<file path="src/rtl/io_handshake_controller.sv">
// Sequences processor IN/OUT instructions against the board switches and a
// synchronized, debounced enter key; stalls the core until a fresh press.
module io_handshake_controller #(
  parameter int unsigned DATA_WIDTH      = 18,
  parameter int unsigned DEBOUNCE_CYCLES = 250000
) (
  input  logic                  clock,
  input  logic                  reset_n,
  input  logic [DATA_WIDTH-1:0] entrada,
  input  logic                  enter,
  input  logic                  in_req,
  input  logic                  out_req,
  input  logic [DATA_WIDTH-1:0] out_data,
  output logic                  stall,
  output logic                  done,
  output logic [DATA_WIDTH-1:0] in_data,
  output logic [DATA_WIDTH-1:0] display,
  output logic                  waiting_in,
  output logic                  waiting_out
);

  localparam int unsigned CNT_W = $clog2(DEBOUNCE_CYCLES) + 1;

  typedef enum logic [1:0] {
    IDLE       = 2'd0,
    ARM        = 2'd1,
    WAIT_PRESS = 2'd2,
    DONE       = 2'd3
  } state_t;

  typedef enum logic {
    OP_IN  = 1'b0,
    OP_OUT = 1'b1
  } op_t;

  state_t state, state_d;
  op_t    op, op_d;

  logic                  enter_meta, enter_s, enter_db;
  logic [CNT_W-1:0]      db_cnt;
  logic                  done_d, waiting_in_d, waiting_out_d;
  logic [DATA_WIDTH-1:0] in_data_d, display_d;

  // Two-flop synchronizer for the asynchronous enter key
  always_ff @(posedge clock or negedge reset_n) begin
    if (!reset_n) begin
      enter_meta <= 1'b0;
      enter_s    <= 1'b0;
    end else begin
      enter_meta <= enter;
      enter_s    <= enter_meta;
    end
  end

  // Debounce: level only follows enter_s after DEBOUNCE_CYCLES stable cycles
  always_ff @(posedge clock or negedge reset_n) begin
    if (!reset_n) begin
      db_cnt   <= '0;
      enter_db <= 1'b0;
    end else if (enter_s == enter_db) begin
      db_cnt <= '0;
    end else if (db_cnt == CNT_W'(DEBOUNCE_CYCLES - 1)) begin
      enter_db <= enter_s;
      db_cnt   <= '0;
    end else begin
      db_cnt <= db_cnt + CNT_W'(1);
    end
  end

  // State and registered outputs
  always_ff @(posedge clock or negedge reset_n) begin
    if (!reset_n) begin
      state       <= IDLE;
      op          <= OP_IN;
      done        <= 1'b0;
      waiting_in  <= 1'b0;
      waiting_out <= 1'b0;
      in_data     <= '0;
      display     <= '0;
    end else begin
      state       <= state_d;
      op          <= op_d;
      done        <= done_d;
      waiting_in  <= waiting_in_d;
      waiting_out <= waiting_out_d;
      in_data     <= in_data_d;
      display     <= display_d;
    end
  end

  // Next state; requests are only looked at in IDLE, IN wins over OUT
  always_comb begin
    state_d   = state;
    op_d      = op;
    in_data_d = in_data;
    display_d = display;
    unique case (state)
      IDLE: begin
        if (in_req) begin
          op_d    = OP_IN;
          state_d = ARM;
        end else if (out_req) begin
          op_d      = OP_OUT;
          display_d = out_data;
          state_d   = ARM;
        end
      end
      // A press held over from the previous operation must be released first
      ARM: begin
        if (!enter_db) state_d = WAIT_PRESS;
      end
      WAIT_PRESS: begin
        if (enter_db) begin
          if (op == OP_IN) in_data_d = entrada;
          state_d = DONE;
        end
      end
      DONE:    state_d = IDLE;
      default: state_d = IDLE;
    endcase

    done_d        = (state_d == DONE);
    waiting_in_d  = (op_d == OP_IN)  && ((state_d == ARM) || (state_d == WAIT_PRESS));
    waiting_out_d = (op_d == OP_OUT) && ((state_d == ARM) || (state_d == WAIT_PRESS));
  end

  // Combinational so the core freezes in the very cycle it raises a request
  always_comb begin
    stall = 1'b0;
    unique case (state)
      IDLE:              stall = in_req | out_req;
      ARM, WAIT_PRESS:   stall = 1'b1;
      default:           stall = 1'b0;
    endcase
  end

endmodule

</file>
<file path="config.mk">
export PLATFORM = sky130hd
export DESIGN_NAME = io_handshake_controller
export DESIGN_NICKNAME = d
export VERILOG_FILES = /design/src/rtl/io_handshake_controller.sv
export SDC_FILE = /design/constraint.sdc
export NUM_CORES = 1
export LEC_CHECK = 0
export CORE_MARGIN = 2
export CORE_UTILIZATION = 67
export DETAILED_ROUTE_END_ITERATION = 7
export DONT_BUFFER_PORTS = 1
export PLACE_DENSITY = 0.91
export RECOVER_POWER = 100
export SLEW_MARGIN = 20
export SYNTH_ARGS = -nofsm -noshare
export SYNTH_HDL_FRONTEND = slang
export SYNTH_SLANG_ARGS = --single-unit
export TNS_END_PERCENT = 20
</file>
<file path="constraint.sdc">
create_clock -name clock -period 5.05 [get_ports clock]
set_input_delay 0.7575 -clock clock [delete_from_list [all_inputs] [get_ports clock]]
set_output_delay 0.7575 -clock clock [all_outputs]
set_load 0.02 [all_outputs]
</file>
==> flow_summary_export.csv, run 1 <==
group,metric,value,unit
outcome,status,"completed",
finish,drive_gt1_share,26.46,%
sta,fin_skew,0.007583,ns
routing,wl,5027,um
routing,ant_nets,0,
clock_tree,postCtsSetupRepairBufs,0,
global_route,antenna_found_initial,0,
synth,synth_common_cells,"dfrtp_1 (64), mux2_2 (37), nor2_1 (22), xnor2_1 (11), inv_1 (8)",
setup_path,worstPathRequired,4.29,ns
placement,place_congestion,0.8431,
placement,io_buffers,0,
setup_path,worst-path-max-fanout,5,
placement,place_hpwl,3441,um
job,drv_cap,0,
global_route,grt_max_degree,65,
setup_path,critPathArrivalTime,1.61,ns
sta,tightest_slew,0.9309,ns
clock_tree,cts-root-buf,"clkbuf_8",
clock_tree,cts_resized,0,
sta,fin_tns_setup,0,ns
clock_tree,clkSinkCount,64,
sta,max-slew-margin-rel,37.73,%
synth,synthDistinctLibCells,28,
pwr,powerDensity,335.9,nW/um2
sta,whs,0.1070,ns
synth,ys.flop_type,"dfrtp_1",
setup_path,cp-end-kind,"output port",
sta,setup_viol,0,
synth,yosysTopAreaCell,"dfrtp_1",
finish,nets,266,
routing,drt_iter0_markers,157,
clock_tree,cts_hold_buf,0,
sta,maxSlewViolCount,0,
global_route,grt_pass1_vias,1705,
routing,viasPerCell,5.886,
clock_tree,cts_buffers,9,
pwr,peakVddDrop,0.2088,mV
floorplan,dieWidth,67.76,um
synth,avgSynthCellArea,12.97,um2
synth,ys_warn_count,0,
global_route,grt_overflow,0,
global_route,track_usage,24.68,%
setup_path,critPathKind,"reg2out",
sta,period_share,46.94,%
synth,syn-cell-area,2724,um2
setup_path,ff2ff_path_depth,4,
clock_tree,cts_tree,"built",
clock_tree,path_clk_slew,0.07,ns
sta,hold_viol,0,
synth,synthTopCellsByArea,"dfrtp_1 (59%), mux2_2 (15%), xnor2_1 (3.5%), ha_1 (3.2%), nor2_1 (3.0%)",
routing,dr_total_vias,1607,
synth,ys_seq_area_share,58.80,%
floorplan,die_area,4591,um2
finish,area.growth.synth_to_final,8.912,%
placement,placed_area,2768,um2
worst_hold_path,hold_class,"in2async",
clock_tree,ctsLongestPathBuffers,2,
synth,async_flop_share,100.0,%
synth,synth_edf_count,0,
routing,wl_per_cell,18.41,um
synth,yosysMostFrequentCell,"dfrtp_1",
floorplan,start_util,69.09,%
routing,first_pass_iters,4,
synth,yosys_register_bits,64,
setup_path,r2r-start,"db_cnt[9]$_DFF_PN0_",
sta,layout_min_cycle_time,2.370,ns
pwr,p_leak,1.365,nW
clock_tree,clk_latency,0.34,ns
synth,synth_top_area_share,58.80,%
synth,syn_nets,258,
synth,synthCells,210,
floorplan,rows,23,
global_route,grt_pass1_wl,7879,um
floorplan,core_area,3943,um2
sta,max_freq,421.9,MHz
clock_tree,h-tree-depth,3,
floorplan,fp.dieH,67.76,um
routing,drcViolationCount,0,
floorplan,io-pin-count,81,
finish,final_area,2967,um2
finish,diodes,0,
pwr,finalPower,996.4,uW
setup_path,cp-start-kind,"flip-flop",
setup_path,rrSetupSlack,2.85,ns
sta,rsz0062_at_grt,"false",
setup_path,r2r-end,"db_cnt[6]$_DFF_PN0_",
-- logic make-up (layout without fill, tap and decap cells) --
kind of cell / Yosys count / after routing / share of synthesized area [%]
adder cells (fa/ha/maj): 7 / 7 / 3.215
buffers and inverters: 11 / 24 / 1.792
AO/OA/AOI/OAI: 16 / 16 / 3.858
multiplexers: 37 / 37 / 15.30
XOR/XNOR: 15 / 15 / 4.823
AND/OR/NAND/NOR: 60 / 60 / 12.22
flip-flops: 64 / 64 / 58.80
-- stage by stage --
stage               util [%]  worst slack (ns)  instances
detailed placement     70.20             2.887        257
global placement       70.20             2.983        257
CTS                    75.40             2.669        273
global route           75.25             2.578        273
floorplan                  -             3.094        210
finish                 75.25             2.680        273
-- flip-flops by register name (all words and copies together) (netlist names), 2 cells and up --
signal   flops
db_cnt      19
display     18
in_data     18
state        2
-- placed cells by master, fill, tap and decap left out --
master,n
o41ai_4,1
inv_6,1
xnor2_1,11
and2_0,2
inv_1,8
nand4_2,1
nand3_1,5
nor2_1,22
nand2_1,6
xor2_1,4
clkinv_2,1
nor3_1,3
clkbuf_8,10
or3_1,5
a21oi_1,7
dfrtp_1,64
o31ai_1,1
clkinvlp_4,2
o21ai_0,7
or2_2,1
nand4_1,4
ha_1,7
nand3b_1,2
nor2b_1,1
nand3_2,1
nor4b_1,1
bufinv_16,1
or4_4,1
mux2_2,37
nand3_4,1
clkinv_4,1
nor4_1,4
-- final cells by class --
type,count,area [um2]
flip-flops and latches,64,1602
multi-input cells,135,1067
fillers,245,975.9
clock buffers,10,137.6
clock inverters,6,67.56
well taps,50,62.56
inverters,8,30.03
-- worst max-delay path by stage --
stage | endpoint | depth (start not counted) | start
after floorplan | stall | 2 | out_req
after global placement | db_cnt[8]$_DFF_PN0_ | 4 | db_cnt[9]$_DFF_PN0_
after detailed placement | db_cnt[6]$_DFF_PN0_ | 4 | db_cnt[9]$_DFF_PN0_
after CTS | stall | 4 | state[0]$_DFF_PN0_
after global routing | stall | 4 | state[0]$_DFF_PN0_
final | stall | 4 | state[0]$_DFF_PN0_
-- worst max-delay path, stage by stage, from the launching register on --
cell	delay, ns
dfrtp_1	0.43
inv_1	0.13
ha_1	0.22
o21ai_0	0.10
a21oi_1	0.40
-- metal layers --
layer	global-route usage, %	up-vias	wire length, um
li1	-	742	-
met1	27.60	797	1897
met2	40.20	60	2660
met3	11.50	8	401
met4	10.97	0	67
met5	0	-	0
-- power breakdown --
part | switching (mW) | total, mW | internal (mW)
clock network | 0.200 | 0.443 | 0.243
registers | 0.0169 | 0.539 | 0.523
logic | 0.00636 | 0.0145 | 0.00810
total | 0.223 | 0.996 | 0.773
Power figures use the tool's default switching activity.
==> inputs of run 2 (changes only) <==
Settings changed: CORE_UTILIZATION 67 to 56, PLACE_DENSITY 0.91 to 0.82.
Clock period 5.05 ns to 2.05 ns, I/O delays scaled along.
==> flow_summary_export.csv, run 2 (synthesis gave the netlist of run 1 again) <==
group,metric,value,unit
outcome,status,"completed",
global_route,grt_overflow,0,
finish,area.growth.synth_to_final,11.94,%
setup_path,critPathKind,"reg2reg",
pwr,peakVddDrop,0.6178,mV
setup_path,max_stage_delay,0.55,ns
clock_tree,postCtsSetupRepairBufs,0,
clock_tree,cts_tree,"built",
global_route,track_usage,19.12,%
sta,max_freq,524.7,MHz
sta,maxSlewViolCount,0,
sta,period_share,92.96,%
global_route,grt_pass1_vias,1664,
finish,diodes,0,
floorplan,fp.dieH,73.74,um
setup_path,critPathSlowestCell,"o41ai_2",
placement,pre_cts_ws,0.1955,ns
routing,wl_per_cell,16.99,um
routing,first_pass_iters,4,
setup_path,critical_path_buf_inv_count,1,
finish,top_register,"db_cnt",
clock_tree,cts-root-buf,"clkbuf_8",
global_route,grt_max_degree,65,
sta,max-slew-margin-rel,10.80,%
setup_path,cp-end-kind,"flip-flop",
finish,nets,275,
worst_hold_path,min_path_cells,1,
clock_tree,h-tree-depth,3,
clock_tree,cts_buffers,9,
floorplan,io-pin-count,81,
sta,setup_viol,0,
routing,dr_total_vias,1635,
setup_path,r2r-start,"db_cnt[9]$_DFF_PN0_",
setup_path,critPathArrivalTime,2.12,ns
routing,ant_nets,0,
placement,place_congestion,0.8312,
floorplan,start_util,58.05,%
routing,drt_iter0_markers,83,
routing,viasPerCell,5.717,
clock_tree,clkSinkCount,64,
floorplan,dieWidth,73.74,um
floorplan,rows,25,
placement,io_buffers,0,
pwr,powerDensity,815.7,nW/um2
job,drv_cap,0,
sta,rsz0062_at_grt,"false",
setup_path,worst-path-max-fanout,7,
floorplan,die_area,5438,um2
routing,drcViolationCount,0,
sta,hold_viol,0,
setup_path,crit_chain,"nor4b_2, nand4_1, o41ai_2, clkbuf_2, nor2_1",
finish,drive_gt1_share,29.31,%
finish,reg.largest.list,"db_cnt (19), display (18), in_data (18)",
routing,wl,4858,um
sta,fin_skew,0.01119,ns
placement,place_hpwl,3417,um
worst_hold_path,hold_class,"in2reg",
sta,tightest_slew,1.338,ns
clock_tree,path_clk_slew,0.07,ns
clock_tree,ctsLongestPathBuffers,2,
finish,final_cell_mix,"dfrtp_1 (64), mux2_2 (37), nor2_1 (22)",
floorplan,core_area,4692,um2
finish,mostFrequentLayoutCell,"dfrtp_1",
finish,largest_reg_flops,19,
setup_path,rrSetupSlack,0.14,ns
sta,layout_min_cycle_time,1.906,ns
worst_hold_path,min_from,"in_req",
clock_tree,clk_latency,0.34,ns
setup_path,path_delay_family,"compound AO/OA/AOI/OAI gates",
setup_path,r2r-end,"db_cnt[7]$_DFF_PN0_",
setup_path,cp-start-kind,"flip-flop",
sta,setup_ws,0.1442,ns
sta,fin_tns_setup,0,ns
global_route,grt_pass1_wl,7714,um
setup_path,ff2ff_path_depth,5,
global_route,antenna_found_initial,0,
worst_hold_path,holdPathEnd,"op$_DFF_PN0_",
setup_path,worstPathRequired,2.27,ns
pwr,p_leak,1.391,nW
run 2: cell count changes in the layout (fill, tap and decap cells not counted), moves of 2 or more:
| cell | previous run | this run |
|---|---|---|
| clkinv_4 | 1 | 3 |
| buf_4 | 0 | 3 |
| clkbuf_2 | 0 | 2 |
| dlygate4sd3_1 | 0 | 2 |
run 2: through the flow:
stage               util (%)  instance area (um2)  hold WS [ns]  power [mW]  std cells
floorplan                  -                 2724       0.01191       1.380        210
global placement       60.32                 2830       0.01416       1.388        267
detailed placement     60.32                 2830       0.01357       1.393        267
CTS                    65.73                 3084       0.06209       2.518        286
global route           64.99                 3049       0.06828       2.576        286
finish                 64.99                 3049       0.08381       2.487        286
run 2: repair_timing:
action / in CTS / in global routing
hold buffers: 3 / 0
hold endpoints to repair: 65 / 0
endpoints found under the setup margin: 0 / 1
resized for setup: 0 / 1
run 2: worst max-delay path by stage:
stage | endpoint | slack [ns] | depth (start not counted) | start
finish | db_cnt[7]$_DFF_PN0_ | 0.14 | 5 | db_cnt[9]$_DFF_PN0_
CTS | stall | 0.11 | 4 | state[0]$_DFF_PN0_
detailed placement | db_cnt[16]$_DFF_PN0_ | 0.20 | 5 | db_cnt[0]$_DFF_PN0_
global placement | db_cnt[18]$_DFF_PN0_ | 0.28 | 5 | db_cnt[0]$_DFF_PN0_
global route | db_cnt[9]$_DFF_PN0_ | 0.06 | 2 | reset_n
floorplan | in_data[10]$_DFFE_PN0P_ | 0.23 | 5 | state[0]$_DFF_PN0_
run 2: layer usage:
| layer | track usage, % | up-vias | part of all wire, % |
|---|---|---|---|
| met1 | 24.18 | 808 | 43 |
| li1 | - | 764 | - |
| met3 | 10.01 | 2 | 8.5 |
| met5 | 0 | - | 0 |
| met4 | 5.455 | 0 | 0.37 |
| met2 | 28.77 | 61 | 48 |
run 2: cell type report:
type                    instances  area (um2)
repair buffers                  9       77.57
fillers                       345        1643
inverters                       8       30.03
clock buffers                  10       137.6
multi-input cells             135        1066
clock inverters                 6       68.82
well taps                      54       67.56
flip-flops and latches         64        1602
run 2: report_power, final:
part | internal (mW) | switching [mW] | leakage (nW)
registers | 1.29 | 0.0418 | 0.835
logic | 0.0243 | 0.0391 | 0.453
clock network | 0.598 | 0.497 | 0.102
